===== config.mk =====
export PLATFORM = sky130hd
export DESIGN_NAME = tri_feeder
export DESIGN_NICKNAME = d
export VERILOG_FILES = /design/src/rtl/rast_params.sv /design/src/rtl/tri_cull.sv /design/src/rtl/tri_feeder.sv
export SDC_FILE = /design/constraint.sdc
export NUM_CORES = 1
export LEC_CHECK = 0
export BUFFER_PORTS_ARGS = -buffer_cell sky130_fd_sc_hd__clkbuf_2
export CAP_MARGIN = 20
export CORE_UTILIZATION = 40
export CTS_CLUSTER_SIZE = 12
export DETAILED_ROUTE_END_ITERATION = 10
export PLACE_DENSITY = 0.68
export SLEW_MARGIN = 20
export SYNTH_ARGS = -nofsm -noshare
export SYNTH_HDL_FRONTEND = slang
export SYNTH_SLANG_ARGS = --single-unit

===== constraint.sdc =====
create_clock -name clk -period 20 [get_ports clk]
set_input_delay 2 -clock clk [delete_from_list [all_inputs] [get_ports clk]]
set_output_delay 2 -clock clk [all_outputs]
set_load 0.01 [all_outputs]

===== src/rtl/rast_params.sv =====
// Shared rasterizer parameters: fixed-point format, triangle shape,
// feeder FIFO depth and cull counter width.
package rast_params;

    localparam int SIGFIG     = 24;
    localparam int RADIX      = 10;
    localparam int VERTS      = 3;
    localparam int AXIS       = 3;
    localparam int COLORS     = 3;
    localparam int FIFO_DEPTH = 4;
    localparam int CULL_W     = 16;

endpackage


===== src/rtl/tri_cull.sv =====
// Trivial-reject test: a triangle entirely off one screen edge
// (x or y, left/right/top/bottom) cannot cover any pixel.
module tri_cull
    import rast_params::*;
#(
    parameter int SIGFIG = rast_params::SIGFIG,
    parameter int VERTS  = rast_params::VERTS,
    parameter int AXIS   = rast_params::AXIS
) (
    input  logic signed [SIGFIG-1:0] tri_S [VERTS][AXIS],
    input  logic signed [SIGFIG-1:0] screen_S [2],
    output logic                     reject
);

    logic all_xl;
    logic all_xh;
    logic all_yl;
    logic all_yh;

    // AND each off-edge condition across every vertex
    always_comb begin
        all_xl = 1'b1;
        all_xh = 1'b1;
        all_yl = 1'b1;
        all_yh = 1'b1;
        for (int v = 0; v < VERTS; v++) begin
            all_xl &= (tri_S[v][0] < 0);
            all_xh &= (tri_S[v][0] >= screen_S[0]);
            all_yl &= (tri_S[v][1] < 0);
            all_yh &= (tri_S[v][1] >= screen_S[1]);
        end
        reject = all_xl | all_xh | all_yl | all_yh;
    end

endmodule


===== src/rtl/tri_feeder.sv =====
// Triangle FIFO in front of the rasterizer: drops trivially rejected
// triangles, queues the rest and presents the head entry at R10.
module tri_feeder
    import rast_params::*;
#(
    parameter int SIGFIG = rast_params::SIGFIG,
    parameter int VERTS  = rast_params::VERTS,
    parameter int AXIS   = rast_params::AXIS,
    parameter int COLORS = rast_params::COLORS,
    parameter int DEPTH  = rast_params::FIFO_DEPTH
) (
    input  logic                        clk,
    input  logic                        rst,
    input  logic signed [SIGFIG-1:0]    tri_in_S [VERTS][AXIS],
    input  logic unsigned [SIGFIG-1:0]  color_in_U [COLORS],
    input  logic                        valid_in_H,
    output logic                        ready_in_H,
    input  logic signed [SIGFIG-1:0]    screen_RnnnnS [2],
    input  logic                        halt_RnnnnL,
    output logic signed [SIGFIG-1:0]    tri_R10S [VERTS][AXIS],
    output logic unsigned [SIGFIG-1:0]  color_R10U [COLORS],
    output logic                        validTri_R10H,
    output logic [$clog2(DEPTH):0]      occupancy_U,
    output logic [CULL_W-1:0]           cull_count_U
);

    localparam int PW = $clog2(DEPTH);
    localparam int OW = PW + 1;
    localparam logic [OW-1:0] FULL = OW'(DEPTH);

    logic signed [SIGFIG-1:0]   tri_mem   [DEPTH][VERTS][AXIS];
    logic unsigned [SIGFIG-1:0] color_mem [DEPTH][COLORS];

    logic [PW-1:0] head;
    logic [PW-1:0] tail;
    logic          reject;
    logic          push;
    logic          enq;
    logic          pop;

    tri_cull #(
        .SIGFIG (SIGFIG),
        .VERTS  (VERTS),
        .AXIS   (AXIS)
    ) u_cull (
        .tri_S    (tri_in_S),
        .screen_S (screen_RnnnnS),
        .reject   (reject)
    );

    assign ready_in_H    = (occupancy_U < FULL);
    assign validTri_R10H = (occupancy_U != '0);
    assign push          = valid_in_H & ready_in_H;
    assign enq           = push & ~reject;
    assign pop           = validTri_R10H & halt_RnnnnL;

    // Payload storage; no reset needed since empty slots are never shown
    always_ff @(posedge clk) begin
        if (enq) begin
            for (int v = 0; v < VERTS; v++)
                for (int a = 0; a < AXIS; a++)
                    tri_mem[tail][v][a] <= tri_in_S[v][a];
            for (int c = 0; c < COLORS; c++)
                color_mem[tail][c] <= color_in_U[c];
        end
    end

    // Pointers, occupancy and saturating cull counter
    always_ff @(posedge clk) begin
        if (rst) begin
            head         <= '0;
            tail         <= '0;
            occupancy_U  <= '0;
            cull_count_U <= '0;
        end else begin
            if (enq)
                tail <= tail + 1'b1;
            if (pop)
                head <= head + 1'b1;
            unique case ({enq, pop})
                2'b10:   occupancy_U <= occupancy_U + 1'b1;
                2'b01:   occupancy_U <= occupancy_U - 1'b1;
                default: occupancy_U <= occupancy_U;
            endcase
            if (push && reject && cull_count_U != '1)
                cull_count_U <= cull_count_U + 1'b1;
        end
    end

    // Head entry drives the rasterizer straight from storage
    always_comb begin
        for (int v = 0; v < VERTS; v++)
            for (int a = 0; a < AXIS; a++)
                tri_R10S[v][a] = tri_mem[head][v][a];
        for (int c = 0; c < COLORS; c++)
            color_R10U[c] = color_mem[head][c];
    end

endmodule

==> results of run 1 <==
## layer usage
layer  wire [um]  global-route usage, %  up-vias
met3        7190                   3.67      167
met5          29                      0        -
met1       44300                   24.3    12200
met2       52700                   29.4      820
li1            -                      -    10300
met4        3600                   7.43        4
## kinds of logic (layout without fill, tap and decap cells)
logic type	count (synthesis)	in the layout	synth area share (%)
AO/OA/AOI/OAI	151	151	2.05
AND/OR/NAND/NOR	176	176	2.05
XOR/XNOR	10	10	0.190
buffers and inverters	145	944	1.22
adder cells (fa/ha/maj)	151	151	4.12
multiplexers	292	292	14.2
flip-flops	1177	1177	76.2
other	0	11	0
## metrics by stage
stage	setup WS (ns)	std cells	power (mW)
after floorplan	8.79	2102	3.97
after global placement	12.31	4213	4.52
after detailed placement	12.25	4213	4.53
after CTS	13.01	4413	6.56
after global routing	12.82	4422	6.73
final	13.01	4424	6.48
## area by class of cell
cell class	count	area [um2]	area share (%)
Timing Repair Buffer	668	3470	6.34
Sequential cell	1177	35100	64.1
Multi-Input combinational cell	780	10400	19.0
Clock inverter	43	393	0.718
Antenna cell	11	27.5	0.0503
Inverter	76	285	0.521
Tap cell	1512	1890	3.46
Clock buffer	157	3140	5.74
## registers in the layout (all words and copies together), names as in the netlist, named ones only
signal	count
head	2
tri_mem	864
cull_count_U	16
occupancy_U	3
color_mem	288
tail	2
## layout by cell type (no fill, tap or decap), drive strengths merged, types with 29 or more instances in the layout
cell type | Yosys | final
clkinv | 0 | 35
nand4 | 38 | 38
nand2 | 38 | 38
a21oi | 78 | 78
nor2 | 29 | 29
clkbuf | 19 | 805
edfxtp | 1152 | 1152
ha | 150 | 150
mux4 | 288 | 288
inv | 76 | 80
## critical path: stages
cell	delay [ns]
clkbuf_2	0.16
ha_1	0.40
nand4_1	0.31
nor4_2	0.64
a311oi_1	0.22
a21oi_1	0.29
nor4b_4	0.10
a21oi_4	0.37
and3_2	0.33
and2_4	0.65
buf_4	0.83
buf_4	0.86
## path summary, 6_finish.rpt
kind	start	to	slack, ns	depth (start not counted)
min	tail[1]	tail[1]	0.50	2
max reg2reg	occupancy_U[2]	color_mem[1][59]	16.25	5
min reg2reg	tail[1]	tail[1]	0.50	2
max	tri_in_S[143]	color_mem[1][59]	13.01	12
## report_power, final
group	internal [mW]	total, mW	switching, mW	leakage (nW)
logic	0.648	1.46	0.815	6.41
clock network	1.13	2.03	0.906	1.70
registers	2.92	2.98	0.0636	10.7
total	4.69	6.48	1.78	18.8
==> run summary, run 1 <==
status: completed
DP Area: 51,200 um2
cts repair resizes: 0
Yosys cell types: 58
HPWL after DPL: 71.4 mm
per-cell routed wire length: 24.4 um
port buffer count: 648
worst min path class: reg2reg
Worst slew margin: 24.9%
Leakage: 18.8 nW
1st-pass router iterations: 5
CTS Hold Bufs: 0
drt first-iter violations: 1,723
Synth area leaders: edfxtp_1 75%, mux4_2 14%, ha_1 4.1%
total clock sinks: 1,177
synthesized flop and latch total: 1,177
RePlAce Congestion: 0.840
ANT nets after route: 0
number of synthesized flops with an enable pin: 1,152
# IOs: 649
asr flop ratio synth: 0%
WP data required: 20.31 ns
die width: 341 um
Total Wirelength: 108 mm
number of remaining DRC errors: 0
RSZ-0062 raised after global routing: no
clock buffer depth: 3
fill count: 9,508
Clock transition at path regs: 0.06 ns
GRT Residual Overflow: 0
critical path type: in2reg
FMAX: 143 MHz
CP max FO: 61
htree depth: 3
most numerous cell in the Yosys netlist: edfxtp_1
share of the synthesized area in the top cell type: 75.1%
worst-skew pair later-pin latency: 0.73 ns
CTS buffer count: 120
share of cells above drive strength 1: 38.8%
final hold viol count: 0
dominant cell type by area after synthesis: edfxtp_1
share of the yosys chip area belonging to registers: 76.2%
die area: 117,000 um2
vias per inst: 5.30
Post-synth top flop: edfxtp_1
post-route cell area: 54,700 um2
most frequent cells after synthesis: 1,152 x edfxtp_1, 288 x mux4_2, 150 x ha_1
MaxCap Viol Count: 0
Die Y: 341 um
hold slack: 0.505 ns
Total Nets Final: 3,314
postcts setup bufs: 0
CP Capture Type: register
Area Growth Syn to Fin: 18.8%
Worst Max-Slew Pin Slew: 1.13 ns
post-synthesis net count: 2,593
routed vias: 23.4k
Initial Util: 40.3%
CTS Root Cell: clkbuf_16
Worst Path Arrival: 7.30 ns
Synth Warn #: 0
final setup skew: 0.0392 ns
pwr dens: 118 nW/um2
CTS tree: done
Peak VDD IR: 0.106 mV
Pins Over Slew Limit: 0
Overall Global Routing Usage: 18.2%
Final Util: 47.9%
Rows: 124
pin count of the biggest net entering global routing: 138
Final Cycle Share: 35.0%
Worst setup SP type: primary input
Core Area: 114,000 um2
Post-Syn Area per Cell: 21.9 um2
first-pass GRT wire length: 157 mm
Mapped Cells: 2,102
number of global-route vias before repair: 24.0k
initial antenna violation count: 13
mapped cell area: 46,100 um2
Finish-stage setup viols: 0
setup TNS: 0 ns
min Tclk post-route: 6.99 ns
(Power assumes the default switching activity.)
==> run 2: changes to the inputs <==
clock period = 7.03 ns   (was 20 ns; I/O delays follow)
==> run summary, run 2 (synthesized netlist as in run 1, its figures left out) <==
status: completed
DP Area: 51,500 um2
Peak VDD IR: 0.292 mV
port buffer count: 648
share of cells above drive strength 1: 39.6%
min Tclk post-route: 4.56 ns
CP max FO: 61
postcts setup bufs: 0
multi-input logic area: 10,400 um2
total clock sinks: 1,177
most common cell after layout, fill and taps aside: edfxtp_1
met3 Track Usage GR: 4.02%
GRT Residual Overflow: 0
CTS Hold Bufs: 0
clock buffer depth: 3
largest reg by FF count: tri_mem
placed insts: 4,245
RSZ-0062 raised after global routing: no
crit path to: tri_mem[2][23]
critical path type: in2reg
Die Y: 341 um
met2 Use GR: 30.1%
final cell count without fillers: 4,455
r2r setup slk: 3.96 ns
worst-skew pair later-pin latency: 0.72 ns
number of global-route vias before repair: 24.3k
WP data required: 7.36 ns
# IOs: 649
FMAX: 219 MHz
Worst slew margin: 28.9%
ANT nets after route: 0
Worst Setup SP: screen_RnnnnS[47]
first-pass GRT wire length: 157 mm
met1 GRT Util: 23.8%
Worst Reg2Reg Path Length in Cells: 8
max reg flops: 864
Final Cycle Share: 64.9%
Initial Util: 40.3%
Pins Over Slew Limit: 0
per-cell routed wire length: 24.3 um
worst hold start: tri_in_S[165]
MaxCap Viol Count: 0
Core Area: 114,000 um2
Largest regs: tri_mem x864, color_mem x288, cull_count_U x16
RePlAce Congestion: 0.822
hold slack: 0.200 ns
cts repair resizes: 0
number of remaining DRC errors: 0
Most Crowded Layer GR: met2
routed vias: 23.5k
final hold viol count: 0
Worst Path Arrival: 4.89 ns
setup TNS: 0 ns
worst min path class: in2reg
reg-to-reg endpoint: cull_count_U[15]
pin count of the biggest net entering global routing: 130
post-route cell area: 55,100 um2
Reg-to-Reg Start: cull_count_U[0]
HPWL after DPL: 73.9 mm
most frequent cells in the layout: 1,152 x edfxtp_1, 648 x clkbuf_2, 288 x mux4_2
CTS tree: done
Area Growth Syn to Fin: 19.7%
Leakage: 19.0 nW
CP Capture Type: register
Total Wirelength: 108 mm
Worst Max-Slew Pin Slew: 1.07 ns
drt first-iter violations: 1,610
Register Area: 35,100 um2
fill count: 9,422
die area: 117,000 um2
1st-pass router iterations: 5
Total Nets Final: 3,346
Finish-stage setup viols: 0
Overall Global Routing Usage: 18.3%
Worst setup SP type: primary input
final setup skew: 0.0345 ns
Clock transition at path regs: 0.06 ns
CTS Root Cell: clkbuf_16
vias per inst: 5.27
htree depth: 3
pwr dens: 336 nW/um2
CTS buffer count: 120
die width: 341 um
initial antenna violation count: 15
Rows: 124
[run 2: changes by cell type in the layout (fill, tap and decap cells not counted), sizes merged]
| cell | before | now |
|---|---|---|
| buf | 20 | 52 |
| clkinvlp | 2 | 3 |
| inv | 80 | 78 |
[run 2: area by class of cell]
class / count / share of cell area (%)
Sequential cell: 1177 / 63.7
Clock buffer: 157 / 5.77
Inverter: 76 / 0.518
Antenna cell: 11 / 0.0499
Tap cell: 1512 / 3.43
Clock inverter: 42 / 0.706
Multi-Input combinational cell: 780 / 18.9
Timing Repair Buffer: 700 / 6.93
[run 2: worst min path at each step]
| stage | slack [ns] | cells past startpoint | to |
|---|---|---|---|
| 2_1_floorplan | 0.47 | 2 | tail[1] |
| 3_3_place_gp | 0.48 | 2 | tail[1] |
| 3_5_place_dp | 0.49 | 2 | tail[1] |
| 4_1_cts | 0.12 | 1 | tri_mem[3][3] |
| 5_1_grt | 0.16 | 1 | color_mem[1][68] |
| 6_report | 0.20 | 1 | tri_mem[0][165] |
[run 2: through the flow]
stage / worst slack (ns) / total power [mW] / utilization, %
2_1_floorplan: 0.365 / 11.2 / -
3_3_place_gp: 1.73 / 12.9 / 45.1
3_5_place_dp: 1.72 / 12.9 / 45.1
4_1_cts: 2.50 / 18.8 / 48.2
5_1_grt: 2.36 / 19.2 / 48.3
6_report: 2.47 / 18.5 / 48.3
[run 2: per-layer routing]
layer	part of all wire (%)	wire length (um)	vias to the layer above
met2	50	53900	815
met5	0.061	66	-
li1	-	-	10400
met3	6.9	7470	179
met4	3.0	3220	10
met1	40	43700	12100
[run 2: report_power, final]
group,total [mW],internal (mW),switching [mW]
combinational,4.20,1.89,2.31
sequential,8.49,8.29,0.198
clock,5.82,3.24,2.58
total,18.5,13.4,5.09
[run 2: worst max-delay path: stages]
cell	delay, ns
clkbuf_2	0.13
inv_1	0.09
ha_1	0.37
nand4_1	0.30
nor4_2	0.74
a311oi_1	0.22
a21oi_1	0.27
nor4b_4	0.09
a21oi_4	0.33
and3_2	0.33
and2_4	0.77
buf_12	0.39
==> run 3: changes to the inputs <==
ABC_AREA = 1   (was default)
clock period = 4.4 ns   (was 7.03 ns; I/O delays follow)
==> run summary, run 3 <==
most frequent cells after synthesis: 1,152 x edfxtp_1, 647 x nor2_1, 583 x o21ai_0
HPWL after DPL: 80.0 mm
critical path type: reg2out
Core Area: 118,000 um2
routed vias: 32.5k
worst path bufs/invs: 3
Die Y: 347 um
dominant cell type by area after synthesis: edfxtp_1
worst min path class: in2reg
post-synthesis net count: 4,117
synthesized flop and latch total: 1,177
Overall Global Routing Usage: 20.6%
Synth area leaders: edfxtp_1 73%, o21ai_0 6.1%, nor2_1 5.1%
most numerous cell in the Yosys netlist: edfxtp_1
total internal power: 21.2 mW
crit path cell chain: inv_8 -> buf_4 -> o21ai_0 -> o22ai_1 -> clkbuf_2
max reg flops: 864
clock buffer depth: 3
WL met2: 60.6 mm
FMAX: 252 MHz
asr flop ratio synth: 0%
Sw Pwr: 9.72 mW
Clock transition at path regs: 0.06 ns
Final Cycle Share: 90.4%
final setup skew: 0.0511 ns
most common cell after layout, fill and taps aside: edfxtp_1
WP data required: 3.96 ns
pwr dens: 519 nW/um2
Worst Reg2Reg Path Length in Cells: 7
number of synthesized flops with an enable pin: 1,152
Reg-to-Reg Start: occupancy_U[2]
DR WL met3: 9.38 mm
drt first-iter violations: 2,677
status: completed
CTS Root Cell: clkbuf_16
Yosys cell types: 34
ANT nets after route: 0
reg-to-reg endpoint: tri_mem[0][138]
Peak VDD IR: 0.372 mV
Largest regs: tri_mem x864, color_mem x288, cull_count_U x16
number of remaining DRC errors: 0
Initial Util: 40.3%
DP Area: 53,000 um2
# IOs: 649
largest reg by FF count: tri_mem
number of global-route vias before repair: 31.8k
Finish-stage setup viols: 0
1st-pass router iterations: 6
Post-Syn Area per Cell: 13.1 um2
cts repair resizes: 0
Worst Path Arrival: 3.54 ns
Worst path top cell family by delay: buffers and inverters
r2r setup slk: 2.15 ns
vias per inst: 5.25
per-cell routed wire length: 20.5 um
total clock sinks: 1,177
pin count of the biggest net entering global routing: 203
min Tclk post-route: 3.98 ns
first-pass GRT wire length: 190 mm
MaxCap Viol Count: 0
Total Nets Final: 5,046
Final Util: 50.4%
RSZ-0062 raised after global routing: no
worst-skew pair later-pin latency: 0.73 ns
share of the synthesized area in the top cell type: 72.7%
highest metal used: met5
Net Sw Frac: 31.5%
initial antenna violation count: 13
CTS buffer count: 121
Post-synth top flop: edfxtp_1
final hold viol count: 0
mapped cell area: 47,600 um2
share of the yosys chip area belonging to registers: 73.8%
Area Growth Syn to Fin: 25.0%
port buffer count: 648
postcts setup bufs: 0
htree depth: 3
Pins Over Slew Limit: 0
Worst Max-Slew Pin Slew: 1.08 ns
worst hold start: tri_in_S[169]
share of cells above drive strength 1: 19.6%
RePlAce Congestion: 0.866
clock share of power: 30.5%
Comb power frac: 25.6%
fill count: 9,927
Synth Warn #: 0
Worst slew margin: 28.2%
die area: 120,000 um2
Total Wirelength: 126 mm
GRT Residual Overflow: 0
M1 wire length: 51.5 mm
most frequent cells in the layout: 1,152 x edfxtp_1, 648 x clkbuf_2, 643 x nor2_1
post-route cell area: 59,500 um2
CP Capture Type: primary output
CP max-delay cell: inv_8
Worst setup SP type: register
die width: 347 um
CP max FO: 165
Leakage: 22.2 nW
hold path depth: 1
Mapped Cells: 3,626
Worst Hold Path EP: tri_mem[1][169]
Rows: 126
Flop pwr share: 43.9%
CTS tree: done
crit-path max cell delay: 0.79 ns
-- run 3: changes by cell type in the layout (fill, tap and decap cells not counted), sizes merged, moves of 19 or more --
| cell | previous run | this run |
|---|---|---|
| nor2 | 29 | 652 |
| buf | 52 | 71 |
| nand2 | 38 | 233 |
| dlygate4sd3 | 0 | 285 |
| o21ai | 28 | 583 |
| nand3 | 24 | 53 |
| mux4 | 288 | 0 |
| inv | 78 | 179 |
| a21oi | 78 | 53 |
| o22ai | 0 | 288 |
-- run 3: worst reg2reg max path, stage by stage (launching register included) --
cell and delay [ns]:
dfxtp_1 0.31, inv_1 0.13, nand2_1 0.17, nor2_4 0.19, inv_1 0.20, nor2_4 0.20, buf_12 0.21, buf_4 0.45
-- run 3: area by class of cell --
cell class	instances	area (um2)	area share [%]
sequential	1177	35100	59.0
multi-input combinational	2076	11100	18.6
timing repair buffer	1004	7100	11.9
clock buffer	158	3240	5.45
tap	1536	1920	3.23
inverter	175	672	1.13
clock inverter	42	335	0.564
antenna	12	30.0	0.0505
-- run 3: logic make-up after synthesis --
logic type,synth area share [%]
flip-flops,73.8
AND/OR/NAND/NOR,8.48
AO/OA/AOI/OAI,10.7
buffers and inverters,3.01
adder cells (fa/ha/maj),3.99
XOR/XNOR,0.0184
-- run 3: per-stage QoR --
stage	hold slack [ns]	cells	TNS, ns	total power, mW	setup WS (ns)
floorplan	0.436	3626	-2666.72	18.0	-2.31
global placement	0.442	5683	0	21.4	0.379
detailed placement	0.450	5683	0	21.5	0.448
CTS	0.000419	6168	0	31.1	0.389
global route	0.0334	6179	0	32.2	0.222
finish	0.0707	6180	0	30.9	0.424
-- run 3: what timing repair did --
action                      CTS  global route
setup endpoints to repair     0             0
hold buffers                285             0
hold endpoints to repair   1136             0
-- run 3: worst max-delay path by stage --
stage                                  from              end  cells after the start
after floorplan           screen_RnnnnS[23]  color_mem[0][0]                     15
after global placement    screen_RnnnnS[43]   occupancy_U[2]                     20
after detailed placement  screen_RnnnnS[43]   occupancy_U[2]                     20
after CTS                          register   color_R10U[67]                      5
after global routing               register   color_R10U[67]                      5
final                              register   color_R10U[67]                      5
-- run 3: layer usage --
metal  GRT usage (%)  vias to the layer above
met3            4.55                      266
met4            9.17                        4
met1            26.2                    15800
met5               0                        -
met2            33.7                     1219
li1                -                    15200
-- run 3: power by group through the flow --
stage	combinational, mW	sequential (mW)	clock, mW
detailed placement	7.70	13.8	0
global route	8.57	13.6	10.0
finish	7.89	13.6	9.42
floorplan	4.20	13.8	0
global placement	7.60	13.8	0
CTS	7.93	13.6	9.60
